===== src/rtl/diagonal_scan_ctrl_pkg.sv =====
// Shared constants and the FSM state encoding for the diagonal scan sequencer.
package diag_scan_pkg;

  localparam int W = 4;
  localparam logic [W-1:0] KMAX = '1;
  localparam int BEAT_TOTAL = ((1 << W) * ((1 << W) + 1)) / 2;

  typedef enum logic [1:0] {
    IDLE = 2'd0,
    RUN  = 2'd1,
    DONE = 2'd2
  } state_e;

endpackage


===== src/rtl/diagonal_scan_ctrl_if.sv =====
// Coordinate output channel of the diagonal scan sequencer.
// Handshake: a beat transfers on a clock edge where out_valid && out_ready; while
// out_valid is high and out_ready is low the producer holds every payload field stable.
interface diagonal_scan_ctrl_if;
  import diag_scan_pkg::*;

  logic         out_valid;
  logic         out_ready;
  logic [W-1:0] out_x;
  logic [W-1:0] out_y;
  logic [W-1:0] out_diag;
  logic         out_last;

  modport master (
    output out_valid, out_x, out_y, out_diag, out_last,
    input  out_ready
  );

  modport slave (
    input  out_valid, out_x, out_y, out_diag, out_last,
    output out_ready
  );

endinterface


===== src/rtl/diagonal_scan_ctrl_coord_step.sv =====
// Next-coordinate rule for the upper-triangle walk: advance along the diagonal, or
// jump to the head of the next diagonal once the column reaches KMAX.
module diag_coord_step
  import diag_scan_pkg::*;
(
  input  logic [W-1:0] x,
  input  logic [W-1:0] y,
  input  logic [W-1:0] d,
  output logic [W-1:0] nx,
  output logic [W-1:0] ny,
  output logic [W-1:0] nd,
  output logic         is_last
);

  localparam logic [W-1:0] ONE = {{(W-1){1'b0}}, 1'b1};

  logic [W-1:0] d_inc;

  always_comb begin
    d_inc   = d + ONE;
    nx      = x;
    ny      = y;
    nd      = d;
    is_last = (d == KMAX);
    // The wrapped sums at x==KMAX or d==KMAX are never consumed by the caller.
    if (x == KMAX) begin
      nx = d_inc;
      ny = '0;
      nd = d_inc;
    end else begin
      nx = x + ONE;
      ny = y + ONE;
    end
  end

endmodule


===== src/rtl/diagonal_scan_ctrl.sv =====
// Diagonal scan sequencer: walks the x >= y triangle one diagonal at a time and issues
// each coordinate over a valid/ready channel, with abort, beat counting and a done pulse.
module diagonal_scan_ctrl
  import diag_scan_pkg::*;
(
  input  logic                 clk,
  input  logic                 reset,
  input  logic                 start,
  input  logic                 abort,
  diagonal_scan_ctrl_if.master out_if,
  output logic [2*W-1:0]       beat_cnt,
  output logic                 busy,
  output logic                 done,
  output logic                 prop,
  output state_e               state_o
);

  localparam logic [2*W-1:0] CNT_ONE = {{(2*W-1){1'b0}}, 1'b1};

  state_e         state_q;
  logic [W-1:0]   x_q, y_q, d_q;
  logic           valid_q;
  logic           last_q;
  logic           done_q;
  logic [2*W-1:0] cnt_q;

  logic [W-1:0]   x_d, y_d, d_d;
  logic           step_last;
  logic           xfer;

  diag_coord_step u_step (
    .x       (x_q),
    .y       (y_q),
    .d       (d_q),
    .nx      (x_d),
    .ny      (y_d),
    .nd      (d_d),
    .is_last (step_last)
  );

  assign xfer = valid_q && out_if.out_ready;

  always_ff @(posedge clk) begin
    if (reset) begin
      state_q <= IDLE;
      x_q     <= '0;
      y_q     <= '0;
      d_q     <= '0;
      valid_q <= 1'b0;
      last_q  <= 1'b0;
      done_q  <= 1'b0;
      cnt_q   <= '0;
    end else begin
      done_q <= 1'b0;
      unique case (state_q)
        IDLE: begin
          if (start && !abort) begin
            state_q <= RUN;
            x_q     <= '0;
            y_q     <= '0;
            d_q     <= '0;
            cnt_q   <= '0;
            valid_q <= 1'b1;
            last_q  <= 1'b0;
          end
        end
        RUN: begin
          // A beat accepted on the abort edge still counts.
          if (xfer) cnt_q <= cnt_q + CNT_ONE;
          if (abort) begin
            state_q <= IDLE;
            valid_q <= 1'b0;
            last_q  <= 1'b0;
          end else if (xfer) begin
            if (step_last) begin
              state_q <= DONE;
              valid_q <= 1'b0;
              last_q  <= 1'b0;
              done_q  <= 1'b1;
            end else begin
              x_q    <= x_d;
              y_q    <= y_d;
              d_q    <= d_d;
              last_q <= (d_d == KMAX);
            end
          end
        end
        DONE: begin
          state_q <= IDLE;
        end
        default: begin
          state_q <= IDLE;
          valid_q <= 1'b0;
          last_q  <= 1'b0;
        end
      endcase
    end
  end

  assign out_if.out_valid = valid_q;
  assign out_if.out_x     = x_q;
  assign out_if.out_y     = y_q;
  assign out_if.out_diag  = d_q;
  assign out_if.out_last  = last_q;

  assign beat_cnt = cnt_q;
  assign busy     = (state_q != IDLE);
  assign done     = done_q;
  assign prop     = !(x_q < y_q);
  assign state_o  = state_q;

endmodule


===== src/flat_wrapper.sv =====
// flat-port wrapper written by rule: the top's interface ports become plain ports
module diagonal_scan_ctrl_flat import diag_scan_pkg::*;
  (clk, reset, start, abort, beat_cnt, busy, done, prop, state_o, out_if_out_valid, out_if_out_x, out_if_out_y, out_if_out_diag, out_if_out_last, out_if_out_ready);
  diagonal_scan_ctrl_if out_if_i ();
  input  logic clk;
  input  logic reset;
  input  logic start;
  input  logic abort;
  output logic [2*W-1:0] beat_cnt;
  output logic busy;
  output logic done;
  output logic prop;
  output state_e state_o;
  output wire logic [$bits(out_if_i.out_valid)-1:0] out_if_out_valid;
  output wire logic [$bits(out_if_i.out_x)-1:0] out_if_out_x;
  output wire logic [$bits(out_if_i.out_y)-1:0] out_if_out_y;
  output wire logic [$bits(out_if_i.out_diag)-1:0] out_if_out_diag;
  output wire logic [$bits(out_if_i.out_last)-1:0] out_if_out_last;
  input wire logic [$bits(out_if_i.out_ready)-1:0] out_if_out_ready;
  assign out_if_out_valid = out_if_i.out_valid;
  assign out_if_out_x = out_if_i.out_x;
  assign out_if_out_y = out_if_i.out_y;
  assign out_if_out_diag = out_if_i.out_diag;
  assign out_if_out_last = out_if_i.out_last;
  assign out_if_i.out_ready = out_if_out_ready;
  diagonal_scan_ctrl u_core (.clk(clk), .reset(reset), .start(start), .abort(abort), .out_if(out_if_i), .beat_cnt(beat_cnt), .busy(busy), .done(done), .prop(prop), .state_o(state_o));
endmodule

===== config.mk =====
export PLATFORM = sky130hd
export DESIGN_NAME = diagonal_scan_ctrl_flat
export DESIGN_NICKNAME = d
export VERILOG_FILES = /design/src/rtl/diagonal_scan_ctrl_pkg.sv /design/src/rtl/diagonal_scan_ctrl_if.sv /design/src/rtl/diagonal_scan_ctrl_coord_step.sv /design/src/rtl/diagonal_scan_ctrl.sv /design/src/flat_wrapper.sv
export SDC_FILE = /design/constraint.sdc
export NUM_CORES = 1
export LEC_CHECK = 0
export ABC_CLOCK_PERIOD_IN_PS = 3300
export BUFFER_PORTS_ARGS = -buffer_cell sky130_fd_sc_hd__buf_2
export CORE_MARGIN = 5
export CORE_UTILIZATION = 33
export DETAILED_ROUTE_END_ITERATION = 10
export GPL_TIMING_DRIVEN = 0
export SYNTH_ARGS = -nofsm -noshare
export SYNTH_HDL_FRONTEND = slang
export SYNTH_SLANG_ARGS = --single-unit

===== constraint.sdc =====
create_clock -name clk -period 3.3 [get_ports clk]
set_input_delay 0.66 -clock clk [delete_from_list [all_inputs] [get_ports clk]]
set_output_delay 0.66 -clock clk [all_outputs]
set_load 0.02 [all_outputs]

==> key figures, run 1 <==
Yosys
  – Synth warn: 0
  – Post-synth ARST share: 0
  – Top post-synthesis cells by area: dfxtp_1 (35%), ha_1 (6.2%), a21oi_1 (5.3%)
  – Post-synthesis cell count: 167
  – Ys flop type: dfxtp_1
  – Syn Nets: 179
  – Syn Std Cell Area: 0.00142 sq mm
  – Area share of the leading cell type in the synthesized netlist: 0.351
  – Register area share after synthesis: 0.351
  – Largest area contributor in the netlist: dfxtp_1
  – Post-synth EDFFs: 0
  – Synthesized area per cell: 8.53 sq um
  – Post-synth cell types: 47
  – Synthesized flop and latch total: 25

Global route
  – Initial antenna violation count: 0
  – Grt ovf: 0
  – Vias in the first global route: approximately 1200
  – First-pass GRT wire length: 5800 um
  – Total track usage: 0.130
  – Largest net degree at the start of global routing: 14

Setup path
  – Crit path launch type: flip-flop
  – CP required: 2.64 ns
  – Crit Path Category: flip-flop to primary output
  – Worst endpoint data arrival time: 1.64 ns
  – Cell mode on critical path: a21o_1
  – R2R setup slack: roughly 1.3 ns
  – Crit path capture type: primary output
  – Crit path cell chain: inv_1 -> ha_1 -> a21o_1 -> a21o_1 -> a21o_1 -> buf_2
  – Slowest-stage cell, CP: dfxtp_1
  – Delay of the slowest critical-path stage: 0.40 ns
  – Max FO, Critical Path: 5

Place
  – Gpl congestion: 0.813
  – Placed instance area: 0.00164 sq mm
  – DPL Wire Length: 2610 um
  – Pre-CTS setup slack: 0.970 ns
  – IO Port Bufs: 31

Cells and area
  – Register area: 500 sq um
  – Layout filler cell count: 456
  – Multi-input logic area: 871 sq um
  – P&R area growth vs syn: 18.5%
  – Diodes inserted: 0
  – Final instance area: 0.00169 sq mm
  – Nets: 215
  – Share of cells above drive strength 1: 0.218

Timing
  – Post-route setup slack: 1.00 ns
  – Hold WS: 0.486 ns
  – Fin. Hold Viols: 0
  – Final setup violation count: 0
  – Fmax: between 400 and 500 MHz
  – Max_slew headroom: 0.543
  – Skew final: 0.00111 ns
  – RSZ-0062 raised after global routing: false
  – Worst slew pin tran: 0.682 ns
  – Tcrit/Tclk final: 0.696
  – Minimum clock period: around 2.3 ns
  – Max Transition Viols Final: 0
  – Setup TNS: 0 ns

Die
  – # rows: 23
  – Die X-Extent: 75.7 um
  – Initial Utilization: 0.348
  – Die area: ~0.0057 sq mm
  – Die H: roughly 76 um
  – Core Box Area: 0.00409 sq mm
  – I/O pin total: 32

CTS
  – Reg clk slew, reported paths: roughly 0.090 ns
  – Total clock sinks: 25
  – Clock Tree Buf Depth: 2
  – CTS tree: done
  – Root buf cell: clkbuf_8
  – Worst skew pair latency: 0.27 ns
  – Htree depth: 1
  – Post-CTS sizing: 0
  – Post-CTS setup buffers: 0
  – Num CTS Buffers: 3
  – CTS hold repair buffers: 0

Power
  – Power per cell area: 317 mW/mm^2
  – Max VDD drop: 0.184 mV
  – Internal Power: 0.000404 W
  – Clock power share: 0.352
  – Switch Pwr: 0.000131 W
  – Switching portion of total power: 0.244
  – Leakage: 0.647 nW
  – Seq pwr share: 0.570
  – Comb pwr share: 0.077

Route
  – Iteration-0 DRC Markers: between 40 and 50
  – Total number of vias: about 1400
  – Routed Antenna Nets: 0
  – Routed length per placed instance: 14.0 um
  – Total Wirelength: 3530 um
  – DR DRC count: 0
  – Via density: 5.36
  – First drt pass iteration count: 4

Hold path
  – Worst hold-check path type: flip-flop to flip-flop

Run status
  – Status: completed

Flow run
  – Max Cap Violations: 0
==> layout by cell type, fill, tap and decap left out, drive strengths merged, types with 4 or more instances in the layout <==
cell	netlist	routed
a21oi	15	15
nor2	10	10
ha	7	7
nor3	6	6
nand2	18	18
a21o	4	4
dfxtp	25	25
inv	5	5
nand3	10	10
o21ai	4	4
or3b	5	5
buf	2	33
clkbuf	5	9
==> path summary, 6_finish.rpt <==
path | to | depth (start not counted) | startpoint
worst max register to register | u_core.out_if.out_x[1] | 5 | u_core.out_if.out_diag[0]
worst min register to register | u_core.beat_cnt[7] | 2 | u_core.beat_cnt[7]
worst min-delay path | u_core.beat_cnt[7] | 2 | u_core.beat_cnt[7]
worst max-delay path | prop | 6 | u_core.out_if.out_y[1]
==> registers in the layout (all words and copies together), names as in the netlist <==
signal	count
u_core.done	1
u_core.out_if.out_last	1
u_core.out_if.out_valid	1
u_core.out_if.out_y	4
u_core.beat_cnt	8
u_core.out_if.out_x	4
u_core.state_o	2
u_core.out_if.out_diag	4
==> synthesized netlist by cell type, types with 2 or more instances <==
cell type,n
nor3_1,5
nand3b_1,3
o21ai_0,4
nand2_1,18
a31oi_1,3
a211oi_1,3
nor2b_1,2
inv_1,5
nand2b_1,2
dfxtp_1,25
or3b_1,3
a21o_1,4
xnor2_1,3
a311oi_1,2
clkbuf_1,5
xor2_1,2
nand4_1,2
or4_1,2
mux2_2,2
a21oi_1,15
nand4b_1,2
o41ai_1,3
nand3_1,10
ha_1,7
nor2_1,10
and3_1,3
o211ai_1,2
==> through the flow <==
stage | total power, W | util | cells
global route | 0.000557 | 0.413 | 252
CTS | 0.000543 | 0.413 | 252
finish | 0.000535 | 0.413 | 252
floorplan | 0.000339 | - | 167
global placement | 0.000354 | 0.402 | 248
detailed placement | 0.000354 | 0.402 | 248
==> cell families after synthesis <==
logic type,share of synthesized area
compound gates,0.215
xor+xnor,0.0308
fa+ha+maj,0.0615
buf+inv,0.0369
flops,0.351
mux,0.0228
simple gates,0.281
==> metal layers <==
metal  vias up  GRT usage  share of wire
met5         -          0              0
met4         0     0.0233         0.0048
met3         2     0.0317          0.036
met2        20      0.218           0.47
met1       637      0.171           0.49
li1        692          -              -
==> worst max-delay path: cells and delay by family, from the launching register on <==
family	cells	cell delay, ns
AO/OA/AOI/OAI	3	0.47
flip-flops	1	0.40
adder cells (fa/ha/maj)	1	0.28
buffers and inverters	2	0.21
==> area by class of cell <==
type	instances	share of cell area
multi-input combinational	130	0.516
sequential	25	0.297
timing repair buffer	31	0.0920
tap	50	0.0371
clock buffer	4	0.0267
buffer	7	0.0200
inverter	5	0.0111
==> power by group through the flow <==
stage | combinational (W) | clock (W) | sequential, W
final | 0.0000413 | 0.000188 | 0.000305
after CTS | 0.0000417 | 0.000197 | 0.000305
after detailed placement | 0.0000415 | 0 | 0.000312
after global placement | 0.0000421 | 0 | 0.000312
after global routing | 0.0000457 | 0.000206 | 0.000306
after floorplan | 0.0000254 | 0 | 0.000314
(Power assumes the default switching activity.)
==> run 2: changes to the inputs <==
--- a/config.mk
+++ b/config.mk
@@ -5,7 +5,8 @@
 export SDC_FILE = /design/constraint.sdc
 export NUM_CORES = 1
 export LEC_CHECK = 0
-export ABC_CLOCK_PERIOD_IN_PS = 3300
+export ABC_AREA = 1
+export ABC_CLOCK_PERIOD_IN_PS = 2200
 export BUFFER_PORTS_ARGS = -buffer_cell sky130_fd_sc_hd__buf_2
 export CORE_MARGIN = 5
 export CORE_UTILIZATION = 33
==> constraint.sdc (replaced) <==
create_clock -name clk -period 2.2 [get_ports clk]
set_input_delay 0.44 -clock clk [delete_from_list [all_inputs] [get_ports clk]]
set_output_delay 0.44 -clock clk [all_outputs]
set_load 0.02 [all_outputs]
==> key figures, run 2 <==
Global route
  – Grt ovf: 0
  – Total track usage: 0.116
  – Initial antenna violation count: 0
  – First-pass GRT wire length: 5800 um
  – Vias in the first global route: roughly 1300
  – Largest net degree at the start of global routing: 16

Die
  – Die area: 0.00580 sq mm
  – Die X-Extent: 76.2 um
  – I/O pin total: 32
  – Die H: 76.2 um
  – # rows: 24
  – Initial Utilization: 0.337
  – Core Box Area: 0.00429 sq mm

CTS
  – Reg clk slew, reported paths: 0.09 ns
  – Post-CTS setup buffers: 0
  – Htree depth: 1
  – CTS hold repair buffers: 0
  – Total clock sinks: 25
  – Clock Tree Buf Depth: 2
  – Num CTS Buffers: 3
  – Worst skew pair latency: 0.28 ns
  – Post-CTS sizing: 0
  – Root buf cell: clkbuf_8
  – CTS tree: done

Setup path
  – Crit path launch type: flip-flop
  – FF-to-FF Start: u_core.out_if.out_x[1]
  – CP required: 1.76 ns
  – Max FO, Critical Path: 4
  – Worst Reg-to-Reg Cells: 8
  – Worst setup path start: u_core.out_if.out_y[1]
  – Worst Setup EP: prop
  – FF-to-FF End: u_core.out_if.out_last
  – R2R setup slack: 0.50 ns
  – Crit Path Category: flip-flop to primary output
  – Worst endpoint data arrival time: 1.52 ns
  – Crit path capture type: primary output

Timing
  – Hold WS: 0.362 ns
  – Tcrit/Tclk final: 0.892
  – Max Transition Viols Final: 0
  – Setup TNS: 0 ns
  – Fin. Hold Viols: 0
  – Max_slew headroom: 0.696
  – Skew final: 0.00287 ns
  – Minimum clock period: 1.96 ns
  – Worst slew pin tran: approximately 0.46 ns
  – RSZ-0062 raised after global routing: false
  – Fmax: 509 MHz
  – Final setup violation count: 0
  – Post-route setup slack: 0.237 ns

Cells and area
  – Commonest non-fill, non-tap cell in the layout: nand2_1
  – Share of cells above drive strength 1: 0.204
  – P&R area growth vs syn: 18.6%
  – Nets: 248
  – Multi-input logic area: 840 sq um
  – Layout filler cell count: roughly 480
  – Max reg flops: 8
  – Diodes inserted: 0
  – Most frequent cells in the layout: nand2_1 (47), buf_2 (31), inv_1 (25), dfxtp_1 (25), a21oi_1 (19)
  – Register area: 500 sq um
  – Utilization after layout: 0.399

Power
  – Overall Power: 0.000895 W
  – Power per cell area: 522 mW/mm^2
  – Max VDD drop: between 0.3 and 0.4 mV
  – Leakage: roughly 0.83 nW

Flow run
  – Max Cap Violations: 0

Yosys
  – Most frequent cells after synthesis: nand2_1 (47), dfxtp_1 (25), inv_1 (25), a21oi_1 (19), nand3_1 (18)
  – Syn Nets: about 210
  – Synthesized area per cell: 7.23 sq um
  – Post-synthesis cell count: 200
  – Post-synth ARST share: 0
  – Post-synth cell types: 26
  – Synth warn: 0
  – Area share of the leading cell type in the synthesized netlist: 0.346
  – Syn Std Cell Area: 0.00145 sq mm
  – Largest area contributor in the netlist: dfxtp_1
  – Synthesized flop and latch total: 25
  – Ys flop type: dfxtp_1
  – Register area share after synthesis: 0.346
  – Top post-synthesis cells by area: dfxtp_1 (35%), nand2_1 (12%), a21oi_1 (6.6%)
  – Post-synth EDFFs: 0
  – Count leader, synth: nand2_1

Route
  – Routed length per placed instance: 11.4 um
  – Routed Antenna Nets: 0
  – DR DRC count: 0
  – First drt pass iteration count: 4
  – Total number of vias: 1367
  – Total Wirelength: ~3300 um
  – Iteration-0 DRC Markers: 54
  – Via density: roughly 4.8

Place
  – Gpl congestion: 0.786
  – Pre-CTS setup slack: 0.537 ns
  – IO Port Bufs: 31
  – DPL Wire Length: 2440 um

Run status
  – Status: completed

Hold path
  – Worst hold start: reset
  – WHS Path Cells: 2
  – Worst hold-check path type: input port to flip-flop
-- run 2: area by class of cell --
type / count / area share
well taps: 52 / 0.0380
clock inverters: 1 / 0.00438
multi-input cells: 147 / 0.490
flip-flops and latches: 25 / 0.292
repair buffers: 31 / 0.0905
clock buffers: 3 / 0.0241
plain buffers: 1 / 0.00219
inverters: 27 / 0.0591
-- run 2: cell families after synthesis --
group	count (synthesis)	share of synthesized area
and+or+nand+nor	104	0.370
AOI/OAI and AO/OA	33	0.132
buffers and inverters	28	0.0727
adders and majority gates	7	0.0606
xor gates and xnor gates	3	0.0182
DFF	25	0.346
-- run 2: how the worst min path moves through the flow --
stage / end / slack [ns]
2_1_floorplan: u_core.beat_cnt[7] / 0.51
3_3_place_gp: u_core.out_if.out_valid / 0.48
3_5_place_dp: u_core.out_if.out_valid / 0.48
4_1_cts: u_core.beat_cnt[7] / 0.35
5_1_grt: u_core.beat_cnt[7] / 0.35
6_report: u_core.beat_cnt[7] / 0.36
-- run 2: through the flow --
| stage | instance area [sq um] | cells |
|---|---|---|
| after floorplan | 1450 | 200 |
| after global placement | 1670 | 283 |
| after detailed placement | 1670 | 283 |
| after CTS | 1710 | 287 |
| after global routing | 1710 | 287 |
| final | 1710 | 287 |
-- run 2: metal layers --
layer | share of wire | GRT usage
met5 | 0 | 0
met4 | 0.0095 | 0.0262
met3 | 0.043 | 0.0319
met2 | 0.44 | 0.192
met1 | 0.51 | 0.150
-- run 2: critical path, stage by stage (launching register included) --
cell      delay [ns]
dfxtp_1         0.38
inv_1           0.07
ha_1            0.28
a21boi_0        0.12
o211ai_1        0.16
nand2_1         0.08
buf_2           0.16
-- run 2: power breakdown --
| part | switching [W] | total (W) | internal, W | leakage, nW |
|---|---|---|---|---|
| registers | 0.0000124 | 0.000475 | 0.000463 | 0.202 |
| clock network | 0.000160 | 0.000289 | 0.000129 | 0.0217 |
| logic | 0.0000895 | 0.000130 | 0.0000408 | 0.603 |
==> run 3: changes to the inputs <==
--- a/config.mk
+++ b/config.mk
@@ -6,12 +6,11 @@
 export NUM_CORES = 1
 export LEC_CHECK = 0
 export ABC_AREA = 1
-export ABC_CLOCK_PERIOD_IN_PS = 2200
+export ABC_CLOCK_PERIOD_IN_PS = 2450
 export BUFFER_PORTS_ARGS = -buffer_cell sky130_fd_sc_hd__buf_2
 export CORE_MARGIN = 5
 export CORE_UTILIZATION = 33
 export DETAILED_ROUTE_END_ITERATION = 10
-export GPL_TIMING_DRIVEN = 0
 export SYNTH_ARGS = -nofsm -noshare
 export SYNTH_HDL_FRONTEND = slang
 export SYNTH_SLANG_ARGS = --single-unit
==> constraint.sdc (replaced) <==
create_clock -name clk -period 2.45 [get_ports clk]
set_input_delay 0.49 -clock clk [delete_from_list [all_inputs] [get_ports clk]]
set_output_delay 0.49 -clock clk [all_outputs]
set_load 0.02 [all_outputs]
==> key figures, run 3 (synthesis results as in run 2) <==
Run status
  – Status: completed

Power
  – Switch Pwr: about 0.00023 W
  – Power per cell area: between 400 and 500 mW/mm^2
  – Overall Power: approximately 0.00080 W
  – Clock power share: 0.319
  – Leakage: 0.827 nW
  – Internal Power: 0.000568 W
  – Seq pwr share: 0.535
  – Switching portion of total power: 0.288
  – Comb pwr share: 0.147
  – Max VDD drop: 0.272 mV

Route
  – Routed Antenna Nets: 0
  – Via density: between 4 and 5
  – Total Wirelength: 3300 um
  – First drt pass iteration count: 4
  – Iteration-0 DRC Markers: 67
  – Total number of vias: between 1000 and 1500
  – DR DRC count: 0
  – Routed length per placed instance: 11.5 um

Timing
  – Final setup violation count: 0
  – RSZ-0062 raised after global routing: false
  – Tcrit/Tclk final: 0.809
  – Minimum clock period: around 2 ns
  – Setup TNS: 0 ns
  – Worst slew pin tran: roughly 0.32 ns
  – Max Transition Viols Final: 0
  – Fin. Hold Viols: 0
  – Max_slew headroom: 0.787
  – Skew final: 0.00167 ns
  – Fmax: 504 MHz

Place
  – DPL Wire Length: 2430 um
  – IO Port Bufs: 31
  – Gpl congestion: ~0.79
  – Inst Count DP: 282
  – Placed instance area: 0.00166 sq mm

Cells and area
  – Max reg flops: 8
  – Final instance area: 0.00171 sq mm
  – Diodes inserted: 0
  – Utilization after layout: 0.397
  – Commonest non-fill, non-tap cell in the layout: nand2_1
  – Nets: 247
  – Layout filler cell count: 466
  – Most frequent cells in the layout: nand2_1 (47), buf_2 (31), inv_1 (25), dfxtp_1 (25), a21oi_1 (19)
  – Layout Cells excl Fill: 286
  – P&R area growth vs syn: 18.1%
  – Share of cells above drive strength 1: 0.201

Setup path
  – Crit path capture type: primary output
  – Crit Path Category: flip-flop to primary output
  – R2R setup slack: 0.81 ns
  – Max FO, Critical Path: 4
  – Worst endpoint data arrival time: 1.49 ns
  – Crit path launch type: flip-flop
  – CP required: 1.96 ns

Die
  – Die X-Extent: 76.2 um
  – Die H: 76.2 um
  – # rows: 24
  – Initial Utilization: 0.337
  – Die area: 0.00580 sq mm
  – I/O pin total: 32
  – Core Box Area: between 0.004 and 0.005 sq mm

Hold path
  – Worst hold-check path type: input port to flip-flop

CTS
  – Reg clk slew, reported paths: around 0.090 ns
  – Root buf cell: clkbuf_8
  – Worst skew pair latency: 0.27 ns
  – Htree depth: 1
  – Post-CTS setup buffers: 0
  – Total clock sinks: 25
  – CTS tree: done
  – Num CTS Buffers: 3
  – CTS hold repair buffers: 0
  – Post-CTS sizing: 0
  – Clock Tree Buf Depth: 2

Global route
  – Vias in the first global route: 1273
  – First-pass GRT wire length: a little under 6000 um
  – Initial antenna violation count: 0
  – Grt ovf: 0
  – Total track usage: 0.118
  – Largest net degree at the start of global routing: 14

Flow run
  – Max Cap Violations: 0
run 3: cell types whose count changed in the layout (fill, tap and decap cells not counted), sizes merged:
cell and change:
clkinvlp -1
run 3: cell type report:
cell class / instances / area [sq um] / area share
Sequential cell: 25 / 500 / 0.293
Clock buffer: 4 / 45.0 / 0.0264
Tap cell: 52 / 65.1 / 0.0381
Timing Repair Buffer: 31 / 155 / 0.0909
Multi-Input combinational cell: 147 / 840 / 0.492
Inverter: 27 / 101 / 0.0594
run 3: power by group through the flow:
stage	clock network, W	registers, W	logic [W]
3_5_place_dp	0	0.000436	0.000118
2_1_floorplan	0	0.000447	0.0000721
3_3_place_gp	0	0.000436	0.000119
6_report	0.000254	0.000427	0.000117
5_1_grt	0.000281	0.000429	0.000132
4_1_cts	0.000267	0.000427	0.000119
run 3: final timing paths:
path,depth (start not counted),endpoint,start
worst max register to register,7,u_core.out_if.out_x[0],u_core.out_if.out_diag[0]
worst max-delay path,6,prop,u_core.out_if.out_y[1]
worst min-delay path,2,u_core.done,abort
worst min register to register,2,u_core.out_if.out_valid,u_core.out_if.out_valid
run 3: critical path, cell delays in order (launching register included):
cell,delay [ns]
dfxtp_1,0.37
inv_1,0.07
ha_1,0.28
a21boi_0,0.12
o211ai_1,0.16
nand2_1,0.07
buf_2,0.16
run 3: layer usage:
layer | vias up | track usage | wire [um]
met5 | - | 0 | 0
met4 | 0 | 0.0315 | 31
met3 | 4 | 0.0402 | 172
met2 | 32 | 0.180 | 1420
met1 | 600 | 0.158 | 1680
li1 | 736 | - | -
run 3: metrics by stage:
| step | hold slack (ns) | setup WS [ns] |
|---|---|---|
| finish | 0.426 | 0.467 |
| global route | 0.423 | 0.363 |
| CTS | 0.415 | 0.444 |
| detailed placement | 0.482 | 0.766 |
| global placement | 0.482 | 0.782 |
| floorplan | 0.558 | 0.705 |
